## config.mk

```make
export PLATFORM = sky130hd
export DESIGN_NAME = ysyx_24080006_mdu_ctrl
export DESIGN_NICKNAME = d
export VERILOG_FILES = /design/src/rtl/ysyx_24080006_mdu_ctrl.sv
export SDC_FILE = /design/constraint.sdc
export NUM_CORES = 1
export LEC_CHECK = 0
export CORE_MARGIN = 1.5
export CORE_UTILIZATION = 30
export DETAILED_ROUTE_END_ITERATION = 7
export HOLD_SLACK_MARGIN = 0.1
export MAX_ROUTING_LAYER = met4
export SLEW_MARGIN = 20
export SYNTH_ARGS = -nofsm -noshare
export SYNTH_HDL_FRONTEND = slang
export SYNTH_SLANG_ARGS = --single-unit
```

## constraint.sdc

```tcl
create_clock -name clk -period 4.5 [get_ports clk]
set_clock_uncertainty 0.1 [all_clocks]
set_input_delay 0.9 -clock clk [delete_from_list [all_inputs] [get_ports clk]]
set_output_delay 0.9 -clock clk [all_outputs]
set_load 0.005 [all_outputs]
```

## src/rtl/ysyx_24080006_mdu_ctrl.sv

```systemverilog
// rtl/ysyx_24080006_mdu_ctrl.sv - iterative RV32M multiply/divide sequencer
// Borrows the EX-stage ALU adder through mdu_enable; sign fix-up around 32 shift-add/sub steps.
module ysyx_24080006_mdu_ctrl #(
   parameter int XLEN  = 32,
   parameter int ITERS = 32
) (
   input  logic            clk,
   input  logic            rst_n,
   input  logic            in_valid,
   output logic            in_ready,
   input  logic [2:0]      in_op,
   input  logic [XLEN-1:0] in_a,
   input  logic [XLEN-1:0] in_b,
   input  logic            flush,
   output logic            out_valid,
   input  logic            out_ready,
   output logic [XLEN-1:0] out_result,
   output logic            mdu_enable,
   output logic [XLEN:0]   mdu_a,
   output logic [XLEN:0]   mdu_b,
   input  logic [XLEN+1:0] add_res
);

   localparam int CW = $clog2(ITERS);
   localparam logic [XLEN-1:0] MIN_NEG = {1'b1, {(XLEN-1){1'b0}}};

   typedef enum logic [2:0] {IDLE, NEG_A, NEG_B, ITER, NEG_LO, NEG_HI, DONE} state_t;

   state_t          state, state_nx;
   logic [2:0]      op;
   logic [XLEN-1:0] a, b, hi, lo;
   logic            sa, sb, bl;
   logic [CW-1:0]   cnt;

   logic            carry;
   logic [XLEN-1:0] sum;
   logic            unused_add_lsb;
   assign carry          = add_res[XLEN+1];
   assign sum            = add_res[XLEN:1];
   assign unused_add_lsb = add_res[0];

   assign in_ready = (state == IDLE);

   logic            accept, in_a_sgn, in_b_sgn, div_by_zero, div_ovf, fast;
   logic [XLEN-1:0] fast_res;
   assign accept      = in_valid & in_ready & ~flush;
   assign in_a_sgn    = in_op[2] ? ~in_op[0] : (in_op != 3'd3);
   assign in_b_sgn    = in_op[2] ? ~in_op[0] : ~in_op[1];
   assign div_by_zero = in_op[2] & (in_b == '0);
   assign div_ovf     = in_op[2] & ~in_op[0] & (in_a == MIN_NEG) & (in_b == '1);
   assign fast        = div_by_zero | div_ovf;
   assign fast_res    = div_by_zero ? (in_op[1] ? in_a : '1) : (in_op[1] ? '0 : MIN_NEG);

   logic            is_mul, is_div_s, is_rem, neg, neg_lo, neg_hi, hi_res, qbit, c_hi;
   logic [XLEN-1:0] div_r;
   assign is_mul   = ~op[2];
   assign is_div_s = (op == 3'd4);
   assign is_rem   = op[2] & op[1];
   assign neg      = (is_mul | is_div_s) ? (sa ^ sb) : sa;
   assign neg_lo   = neg & (is_mul | is_div_s);
   assign neg_hi   = neg & (is_mul | is_rem);
   assign hi_res   = is_mul ? (op != 3'd0) : is_rem;
   assign div_r    = {hi[XLEN-2:0], lo[XLEN-1]};
   // hi[XLEN-1] set means the shifted remainder exceeds XLEN bits, so it always beats b
   assign qbit     = hi[XLEN-1] | carry;
   assign c_hi     = is_mul ? bl : 1'b1;

   always_ff @(posedge clk or negedge rst_n) begin
      if (!rst_n) state <= IDLE;
      else        state <= state_nx;
   end

   always_comb begin
      state_nx   = state;
      mdu_enable = 1'b0;
      mdu_a      = '0;
      mdu_b      = '0;
      case (state)
         IDLE: if (accept) state_nx = fast ? DONE : NEG_A;
         NEG_A: begin
            mdu_enable = 1'b1;
            mdu_a      = {{XLEN{1'b0}}, 1'b1};
            mdu_b      = {~a, 1'b1};
            state_nx   = NEG_B;
         end
         NEG_B: begin
            mdu_enable = 1'b1;
            mdu_a      = {{XLEN{1'b0}}, 1'b1};
            mdu_b      = {~b, 1'b1};
            state_nx   = ITER;
         end
         ITER: begin
            mdu_enable = 1'b1;
            if (is_mul) begin
               mdu_a = {hi, 1'b0};
               mdu_b = lo[0] ? {b, 1'b0} : '0;
            end else begin
               mdu_a = {div_r, 1'b1};
               mdu_b = {~b, 1'b1};
            end
            if (cnt == CW'(ITERS - 1)) state_nx = NEG_LO;
         end
         NEG_LO: begin
            mdu_enable = 1'b1;
            mdu_a      = {{XLEN{1'b0}}, 1'b1};
            mdu_b      = {~lo, 1'b1};
            state_nx   = NEG_HI;
         end
         NEG_HI: begin
            mdu_enable = 1'b1;
            mdu_a      = {~hi, c_hi};
            mdu_b      = {{XLEN{1'b0}}, c_hi};
            state_nx   = DONE;
         end
         DONE: if (out_valid && out_ready) state_nx = IDLE;
         default: state_nx = IDLE;
      endcase
      if (flush && state != IDLE) state_nx = IDLE;
   end

   always_ff @(posedge clk or negedge rst_n) begin
      if (!rst_n) begin
         op         <= '0;
         a          <= '0;
         b          <= '0;
         hi         <= '0;
         lo         <= '0;
         sa         <= 1'b0;
         sb         <= 1'b0;
         bl         <= 1'b0;
         cnt        <= '0;
         out_valid  <= 1'b0;
         out_result <= '0;
      end else if (flush && state != IDLE) begin
         out_valid <= 1'b0;
      end else begin
         case (state)
            IDLE: if (accept) begin
               op  <= in_op;
               a   <= in_a;
               b   <= in_b;
               sa  <= in_a_sgn & in_a[XLEN-1];
               sb  <= in_b_sgn & in_b[XLEN-1];
               cnt <= '0;
               if (fast) begin
                  out_valid  <= 1'b1;
                  out_result <= fast_res;
               end
            end
            NEG_A: if (sa) a <= sum;
            NEG_B: begin
               if (sb) b <= sum;
               lo  <= a;
               hi  <= '0;
               cnt <= '0;
            end
            ITER: begin
               cnt <= cnt + 1'b1;
               if (is_mul) {hi, lo} <= {carry, sum, lo[XLEN-1:1]};
               else begin
                  hi <= qbit ? sum : div_r;
                  lo <= {lo[XLEN-2:0], qbit};
               end
            end
            NEG_LO: begin
               bl <= carry;
               if (neg_lo) lo <= sum;
            end
            NEG_HI: begin
               if (neg_hi) hi <= sum;
               out_valid  <= 1'b1;
               out_result <= hi_res ? (neg_hi ? sum : hi) : lo;
            end
            DONE: if (out_valid && out_ready) out_valid <= 1'b0;
            default: ;
         endcase
      end
   end

endmodule

```

==> results of run 1 <==
[layout make-up]
| class | instances | share of cell area [%] |
|---|---|---|
| Inverter | 35 | 0.886 |
| Antenna cell | 1 | 0.0169 |
| Clock inverter | 7 | 0.523 |
| Multi-Input combinational cell | 1036 | 45.3 |
| Clock buffer | 24 | 3.38 |
| Tap cell | 518 | 4.37 |
| Sequential cell | 175 | 29.6 |
| Timing Repair Buffer | 241 | 16.0 |
[power groups by stage]
stage	logic (W)	clock network, W	registers [W]
final	0.00484	0.00149	0.00312
after global routing	0.00530	0.00157	0.00322
after CTS	0.00483	0.00151	0.00310
after detailed placement	0.00481	0	0.00313
after global placement	0.00474	0	0.00311
after floorplan	0.00313	0	0.00276
[kinds of logic after synthesis]
family / share of synthesized area, %
xor+xnor: 0.0750
buf+inv: 5.59
compound gates: 23.6
simple gates: 13.6
fa+ha+maj: 0.214
mux: 19.5
flops: 37.5
[registers in the layout, summed over array words and instances (netlist names)]
signal	cells
out_result	32
bl	1
sb	1
out_valid	1
b	32
state	3
hi	32
a	32
cnt	5
op	3
lo	32
sa	1
[per-layer routing]
layer  track usage (%)  wire length, um  vias up
li1                  -                -     5289
met1              31.5            20700     5412
met5                 -                0        -
met2              31.2            18900      415
met4              6.77             1020        0
met3              3.27             2560       55
[critical path, delay by kind of cell, from the launching register on]
family,cells,cell delay (ns)
compound gates,3,0.57
buf+inv,2,0.87
simple gates,2,0.79
flops,1,0.65
[layout by cell type (no fill, tap or decap), types with 17 or more instances in the layout]
master and n:
a211oi_1 32, a21oi_1 134, a221oi_1 32, a31oi_1 33, buf_4 32, clkbuf_16 17
clkdlybuf4s50_1 204, dfrtp_1 174, inv_1 34, mux2i_1 222, nand2_1 119, nand2b_1 33
nor2_1 136, o21ai_0 135, o221ai_1 32, o22ai_1 32
[worst min-delay path by stage]
stage,from,end,slack (ns),cells after the start
CTS,cnt[4]$_DFFE_PN0P_,cnt[4]$_DFFE_PN0P_,0.40,2
global placement,cnt[4]$_DFFE_PN0P_,cnt[4]$_DFFE_PN0P_,0.38,2
floorplan,cnt[4]$_DFFE_PN0P_,cnt[4]$_DFFE_PN0P_,0.36,2
global route,rst_n,out_result[20]$_DFFE_PN0P_,0.43,1
detailed placement,cnt[4]$_DFFE_PN0P_,cnt[4]$_DFFE_PN0P_,0.39,2
finish,rst_n,out_result[20]$_DFFE_PN0P_,0.39,1
[metrics by stage]
stage / utilization, % / total power (W)
after floorplan: - / 0.00589
after global placement: 37.0 / 0.00784
after detailed placement: 37.0 / 0.00793
after CTS: 38.5 / 0.00943
after global routing: 38.5 / 0.0101
final: 38.5 / 0.00945
==> flow_summary.toml, run 1 <==
[status]
status = "finished, final reports clean"

[worst_setup_path]
ff2ff_path_depth = 8
worst_setup_path_end_kind = "output pin"
critical_path.startpoint = "state[1]$_DFFE_PN0P_"
crit_fanout = 32
crit-reg2reg-launch = "op[2]$_DFFE_PN0P_"
rrSetupSlack_ns = 1.14
cp_slowest_cell = "dfrtp_1"
cp.required_ns = 3.50
worst_path_largest_cell_delay_ns = 0.65
r2r-end = "out_result[31]$_DFFE_PN0P_"
criticalPathCategory = "reg2out"
crit_arrival_ns = 3.33
endpoint = "mdu_b[2]"
startpoint_type = "register"
crit_chain = "nand2_1, nor2_1, a21o_1, buf_4, o21ai_0, o221ai_1, clkdlybuf4s50_1"

[drt]
wl_mm = 43.2
drt_first_pass_iters = 5
drtIter0Drc = 961
ant_nets = 0
drc = 0
wl_per_cell_um = 21.2
post_drt_via_cell_ratio = 5.48
num_vias = 11171

[yosys]
yosysMostFrequentCell = "mux2i_1"
synth_fp_nets = 1474
synth-seq-cells = 175
synth-seq-area-share_pct = 37.5
async_reset_ff_share_pct = 100
synth_top_cell_by_area = "dfrtp_1"
synthTopCellsByCount = "222 x mux2i_1, 175 x dfrtp_1, 139 x nor2_1"
synth_top_area_share_pct = 37.5
avgSynthCellArea_um2 = 8.56
synth.distinct_cells = 56
synth_edf_count = 0
ys_warn_count = 0
synthFlopType = "dfrtp_1"
ys_top_cells_by_area = "dfrtp_1 37%, mux2i_1 19%, o21ai_0 5.8%"
synth_cells = 1366
netlist_area_mm2 = 0.0117

[pwr]
netSwitchingFraction_pct = 42.8
intPower_w = 0.00541
p_sw_w = 0.00404
p_per_area_mw_per_mm2 = 637
ir_drop_mv = 0.322
seqPwrFrac_pct = 33.0
p_leak_nw = 6.09
combPwrFrac_pct = 51.2
power_frac_clock_pct = 15.7

[sta]
finalSetupViolations = 0
relSlewSlack_pct = 25.2
fmax_mhz = 231
post-route-period-util_pct = 96.2
rsz0062_at_grt = "false"
tns_ns = 0
min_period_ns = 4.33
worst_pin_slew_ns = 1.12
holdWs_ns = 0.387
final_hold_viol_count = 0
finalWorstSetupSlack_ns = 0.170
slew_viol_final = 0

[global_routing]
grtUsageTotal_pct = 21.8
grt_pass1_wl_mm = 66.1
grt_pass1_vias = 10658
grt_overflow = 0
antenna_found_initial = 1
grt_max_degree = 102

[job]
maxCapViolCount = 0

[floorplan]
start_util_pct = 30.3
die-area_mm2 = 0.0402
design.core.area_mm2 = 0.0386
die_h_um = 200
num_rows = 72
die_x_um = 200
num_io_pins = 207

[clocking]
post-cts-setup-buffers = 0
cts_max_level = 4
cts_tree = "yes"
cts_resized = 0
clockRootBuffer = "clkbuf_16"
clk_path_buf_depth = 2
clock-sinks = 175
clk_latency_ns = 0.44
path_clk_slew_ns = 0.07
numCtsBuffers = 17
hold_buffers = 0

[finish]
syn2layout_area_growth_pct = 26.9
seq_area_mm2 = 0.00438
nFillCells = 3982
nets = 1614
stdcell_count = 2037
final_cell_area_mm2 = 0.0148
multiInputGateArea_mm2 = 0.00671
drive_above_1_share_pct = 6.13

[placed_design]
place_ws_ns = 0.718
placed_cells = 2005
portBuffers = 205
dp_hpwl_mm = 31.9
gp_congestion = 0.874
place_area_mm2 = 0.0142

[worst_hold_path]
hold_class = "in2async"
(Power assumes the default switching activity.)
==> inputs of run 2 (changes only) <==
--- a/config.mk
+++ b/config.mk
@@ -5,11 +5,15 @@
 export SDC_FILE = /design/constraint.sdc
 export NUM_CORES = 1
 export LEC_CHECK = 0
+export CELL_PAD_IN_SITES_DETAIL_PLACEMENT = 1
+export CELL_PAD_IN_SITES_GLOBAL_PLACEMENT = 2
 export CORE_MARGIN = 1.5
 export CORE_UTILIZATION = 30
 export DETAILED_ROUTE_END_ITERATION = 7
+export GPL_ROUTABILITY_DRIVEN = 0
 export HOLD_SLACK_MARGIN = 0.1
 export MAX_ROUTING_LAYER = met4
+export PLACE_DENSITY_LB_ADDON = 0.1
 export SLEW_MARGIN = 20
 export SYNTH_ARGS = -nofsm -noshare
 export SYNTH_HDL_FRONTEND = slang
==> run 2 against run 1 <==
Final cell count down 0.25%. Sequential cell count did not move. Core utilization is 0.23 points lower. Critical path type unchanged. Largest cell class unchanged. Largest power group unchanged. Highest routed layer unchanged.
==> flow_summary.toml, run 2 (synthesis gave the netlist of run 1 again) <==
[status]
status = "finished, final reports clean"

[finish]
nets = 1609
nFillCells = 4558
diodes = 0
syn2layout_area_growth_pct = 26.1
final_cell_mix = "222 x mux2i_1, 204 x clkdlybuf4s50_1, 174 x dfrtp_1"
drive_above_1_share_pct = 6.01
seq_area_mm2 = 0.00438
multiInputGateArea_mm2 = 0.00673
layout_commonest_cell = "mux2i_1"

[clocking]
clk_latency_ns = 0.45
clockRootBuffer = "clkbuf_16"
cts_max_level = 4
cts_resized = 0
cts_tree = "yes"
hold_buffers = 0
path_clk_slew_ns = 0.07
numCtsBuffers = 17
clk_path_buf_depth = 2
clock-sinks = 175
post-cts-setup-buffers = 0

[global_routing]
antenna_found_initial = 1
grt_pass1_vias = 11451
grt_max_degree = 87
grtUsageTotal_pct = 25.7
grt_overflow = 0
grt_pass1_wl_mm = 76.3

[pwr]
p_per_area_mw_per_mm2 = 649
combPwrFrac_pct = 51.5
p_total_w = 0.00957
netSwitchingFraction_pct = 44.7
seqPwrFrac_pct = 33.1
intPower_w = 0.00529
ir_drop_mv = 0.297
power_frac_clock_pct = 15.4
p_leak_nw = 6.04
p_sw_w = 0.00428

[worst_setup_path]
cp.required_ns = 3.50
crit_fanout = 40
r2r-end = "out_result[13]$_DFFE_PN0P_"
worst_setup_path_end_kind = "output pin"
cp_top_family = "buffers and inverters"
startpoint_type = "register"
rrSetupSlack_ns = 1.01
crit_arrival_ns = 3.11
crit_chain = "nor2b_1, nand2b_4, buf_4, o221ai_1, clkdlybuf4s50_1"
crit-reg2reg-launch = "op[2]$_DFFE_PN0P_"
worst_path_largest_cell_delay_ns = 0.56
criticalPathCategory = "reg2out"
ff2ff_path_depth = 8
cp_slowest_cell = "clkdlybuf4s50_1"
path_buf_inv = 2

[floorplan]
design.core.area_mm2 = 0.0386
num_rows = 72
start_util_pct = 30.3
die_h_um = 200
num_io_pins = 207
die-area_mm2 = 0.0402
die_x_um = 200

[sta]
worst_pin_slew_ns = 1.01
min_period_ns = 4.11
slew_viol_final = 0
tns_ns = 0
fmax_mhz = 243
rsz0062_at_grt = "false"
holdWs_ns = 0.308
finalSetupViolations = 0
final_hold_viol_count = 0
post-route-period-util_pct = 91.4
relSlewSlack_pct = 32.5

[drt]
drtIter0Drc = 684
num_vias = 11280
drc = 0
ant_nets = 0
wl_met2_mm = 21.8
routed-wl-met3_mm = 1.71
drt_first_pass_iters = 4
wl_mm = 49.9
wl_met1_mm = 25.6
wl_per_cell_um = 24.5
top_layer_used = "met4"
post_drt_via_cell_ratio = 5.55

[placed_design]
dp_hpwl_mm = 35.5
portBuffers = 205

[job]
maxCapViolCount = 0

[worst_hold_path]
hold_class = "in2async"
## run 2: cell types whose count changed in the layout (fill, tap and decap cells not counted), sizes merged
cell and delta:
buf -5, clkbuf -6, clkinv +6, clkinvlp +2
diode -1, inv -1
## run 2: power groups by stage
| stage | clock network, W | registers [W] | logic [W] |
|---|---|---|---|
| after detailed placement | 0 | 0.00319 | 0.00494 |
| after CTS | 0.00150 | 0.00316 | 0.00497 |
| final | 0.00147 | 0.00317 | 0.00493 |
| after global placement | 0 | 0.00317 | 0.00485 |
| after global routing | 0.00155 | 0.00328 | 0.00542 |
| after floorplan | 0 | 0.00276 | 0.00313 |
## run 2: worst max-delay path by stage
stage	startpoint	cells after the start	to	slack [ns]
floorplan	state[2]$_DFFE_PN0P_	6	mdu_a[11]	1.85
global placement	in_b[31]	8	out_result[26]$_DFFE_PN0P_	0.59
detailed placement	in_op[2]	8	out_result[1]$_DFFE_PN0P_	0.59
CTS	state[0]$_DFFE_PN0P_	5	mdu_b[29]	0.38
global route	state[0]$_DFFE_PN0P_	5	mdu_b[29]	0.23
finish	state[0]$_DFFE_PN0P_	5	mdu_b[29]	0.39
## run 2: stage by stage
| stage | instance area (um2) | std cells | setup WS, ns | util [%] |
|---|---|---|---|---|
| 2_1_floorplan | 11700 | 1366 | 1.85 | - |
| 6_report | 14700 | 2032 | 0.386 | 38.2 |
| 4_1_cts | 14700 | 2032 | 0.383 | 38.2 |
| 3_5_place_dp | 14200 | 2000 | 0.594 | 36.8 |
| 3_3_place_gp | 14200 | 2000 | 0.591 | 36.8 |
| 5_1_grt | 14700 | 2032 | 0.228 | 38.2 |
## run 2: area by class of cell
| type | instances | share of cell area (%) |
|---|---|---|
| clock buffers | 18 | 2.91 |
| inverters | 35 | 0.891 |
| well taps | 518 | 4.40 |
| repair buffers | 236 | 15.6 |
| clock inverters | 14 | 0.823 |
| flip-flops and latches | 175 | 29.7 |
| multi-input cells | 1036 | 45.7 |
## run 2: layer usage
layer	up-vias	track usage, %
met5	-	-
met4	0	6.23
met3	39	2.85
met2	247	37.1
met1	5717	38.1
li1	5277	-
==> inputs of run 3 (changes only) <==
--- a/config.mk
+++ b/config.mk
@@ -8,7 +8,7 @@
 export CELL_PAD_IN_SITES_DETAIL_PLACEMENT = 1
 export CELL_PAD_IN_SITES_GLOBAL_PLACEMENT = 2
 export CORE_MARGIN = 1.5
-export CORE_UTILIZATION = 30
+export CORE_UTILIZATION = 35
 export DETAILED_ROUTE_END_ITERATION = 7
 export GPL_ROUTABILITY_DRIVEN = 0
 export HOLD_SLACK_MARGIN = 0.1
==> run 3 against run 2 <==
Core utilization grew 6.9 points. Die area decreased by 14%. Sequential share of layout area barely moved. Hold slack improved by 0.081 ns. Critical path depth unchanged. Power increased by 1.3%. Critical path type unchanged. Critical endpoint is now mdu_b[20]. Largest cell class unchanged.
==> flow_summary.toml, run 3 (synthesis gave the netlist of run 1 again) <==
[pwr]
combPwrFrac_pct = 51.3
p_leak_nw = 6.11
intPower_w = 0.00548
p_per_area_mw_per_mm2 = 657
netSwitchingFraction_pct = 43.5
seqPwrFrac_pct = 32.1
p_sw_w = 0.00422
power_frac_clock_pct = 16.6
ir_drop_mv = 0.313

[worst_setup_path]
startpoint_type = "register"
criticalPathCategory = "reg2out"
crit_arrival_ns = 2.94
cp_slowest_cell = "clkdlybuf4s50_1"
crit_chain = "nor2b_1, nand2b_4, buf_4, o221ai_1, clkdlybuf4s50_1"
worst_setup_path_end_kind = "output pin"
worst_path_largest_cell_delay_ns = 0.57
cp.required_ns = 3.50
crit_fanout = 41

[finish]
final_cell_area_mm2 = 0.0148
syn2layout_area_growth_pct = 26.2
final_cell_mix = "222 x mux2i_1, 204 x clkdlybuf4s50_1, 174 x dfrtp_1"
seq_area_mm2 = 0.00438
multiInputGateArea_mm2 = 0.00672
drive_above_1_share_pct = 6.25
nets = 1615
layout_commonest_cell = "mux2i_1"
diodes = 0
nFillCells = 3824

[global_routing]
antenna_found_initial = 0
grtUsageTotal_pct = 28.3
grt_busiest_layer = "met1"
grt_pass1_wl_mm = 71.2
grt_use_met3_pct = 4.60
gr-usage-met2_pct = 39.9
grt_max_degree = 100
global_route.usage.met1_pct = 41.8
grt_pass1_vias = 11082
grt_overflow = 0

[sta]
finalSetupViolations = 0
rsz0062_at_grt = "false"
min_period_ns = 3.94
worst_pin_slew_ns = 0.990
relSlewSlack_pct = 33.8
slew_viol_final = 0
post-route-period-util_pct = 87.5
tns_ns = 0
final_hold_viol_count = 0
fmax_mhz = 254

[drt]
wl_mm = 47.0
drc = 0
post_drt_via_cell_ratio = 5.85
drt_first_pass_iters = 5
drtIter0Drc = 719
ant_nets = 0
wl_per_cell_um = 24.0
num_vias = 11474

[clocking]
clockRootBuffer = "clkbuf_16"
cts_max_level = 4
hold_buffers = 0
clk_latency_ns = 0.44
clock-sinks = 175
clk_path_buf_depth = 2
cts_resized = 0
cts_tree = "yes"
numCtsBuffers = 17
post-cts-setup-buffers = 0
path_clk_slew_ns = 0.07

[floorplan]
die_h_um = 186
start_util_pct = 35.7
design.core.area_mm2 = 0.0327
num_io_pins = 207
num_rows = 66
die-area_mm2 = 0.0345
die_x_um = 186

[placed_design]
dp_hpwl_mm = 33.2
place_area_mm2 = 0.0141
portBuffers = 205

[status]
status = "finished, final reports clean"

[job]
maxCapViolCount = 0

[worst_hold_path]
hold_class = "reg2reg"
## run 3: power by group through the flow
stage	Sequential (W)	Combinational (W)	Clock [W]
floorplan	0.00276	0.00313	0
global placement	0.00309	0.00486	0
detailed placement	0.00311	0.00497	0
CTS	0.00309	0.00499	0.00164
global route	0.00320	0.00543	0.00169
finish	0.00311	0.00497	0.00161
## run 3: path summary, 6_finish.rpt
path,to,slack (ns),cells past startpoint,from
worst max register to register,hi[23]$_DFFE_PN0P_,1.48,7,op[2]$_DFFE_PN0P_
worst min-delay path,cnt[4]$_DFFE_PN0P_,0.39,2,cnt[4]$_DFFE_PN0P_
max in group asynchronous,hi[17]$_DFFE_PN0P_,2.89,2,rst_n
min in group asynchronous,hi[4]$_DFFE_PN0P_,0.46,1,rst_n
worst max-delay path,mdu_b[20],0.56,5,state[1]$_DFFE_PN0P_
worst min register to register,cnt[4]$_DFFE_PN0P_,0.39,2,cnt[4]$_DFFE_PN0P_
## run 3: cell type report
class                   instances  area share, %
multi-input cells            1036           45.6
well taps                     442           3.75
repair buffers                242           15.9
clock inverters                 9          0.899
inverters                      35          0.891
clock buffers                  23           3.24
flip-flops and latches        175           29.7
## run 3: worst max-delay path: cells and delay by family, from the launching register on
kind | cells | cell delay [ns]
flip-flops | 1 | 0.38
buffers and inverters | 2 | 0.91
AO/OA/AOI/OAI | 1 | 0.30
AND/OR/NAND/NOR | 2 | 0.86
## run 3: through the flow
step	std cells	hold slack, ns	total power, W	utilization, %	worst slack [ns]
floorplan	1366	0.356	0.00589	-	1.85
global placement	1929	0.368	0.00795	43.2	0.545
detailed placement	1930	0.385	0.00808	43.2	0.697
CTS	1962	0.401	0.00971	45.1	0.569
global route	1962	0.437	0.0103	45.1	0.388
finish	1962	0.389	0.00970	45.1	0.563
## run 3: per-layer routing
layer | up-vias | wire [um]
met2 | 336 | 20100
met4 | 0 | 877
met5 | - | 0
met1 | 5796 | 23600
li1 | 5299 | -
met3 | 43 | 2410
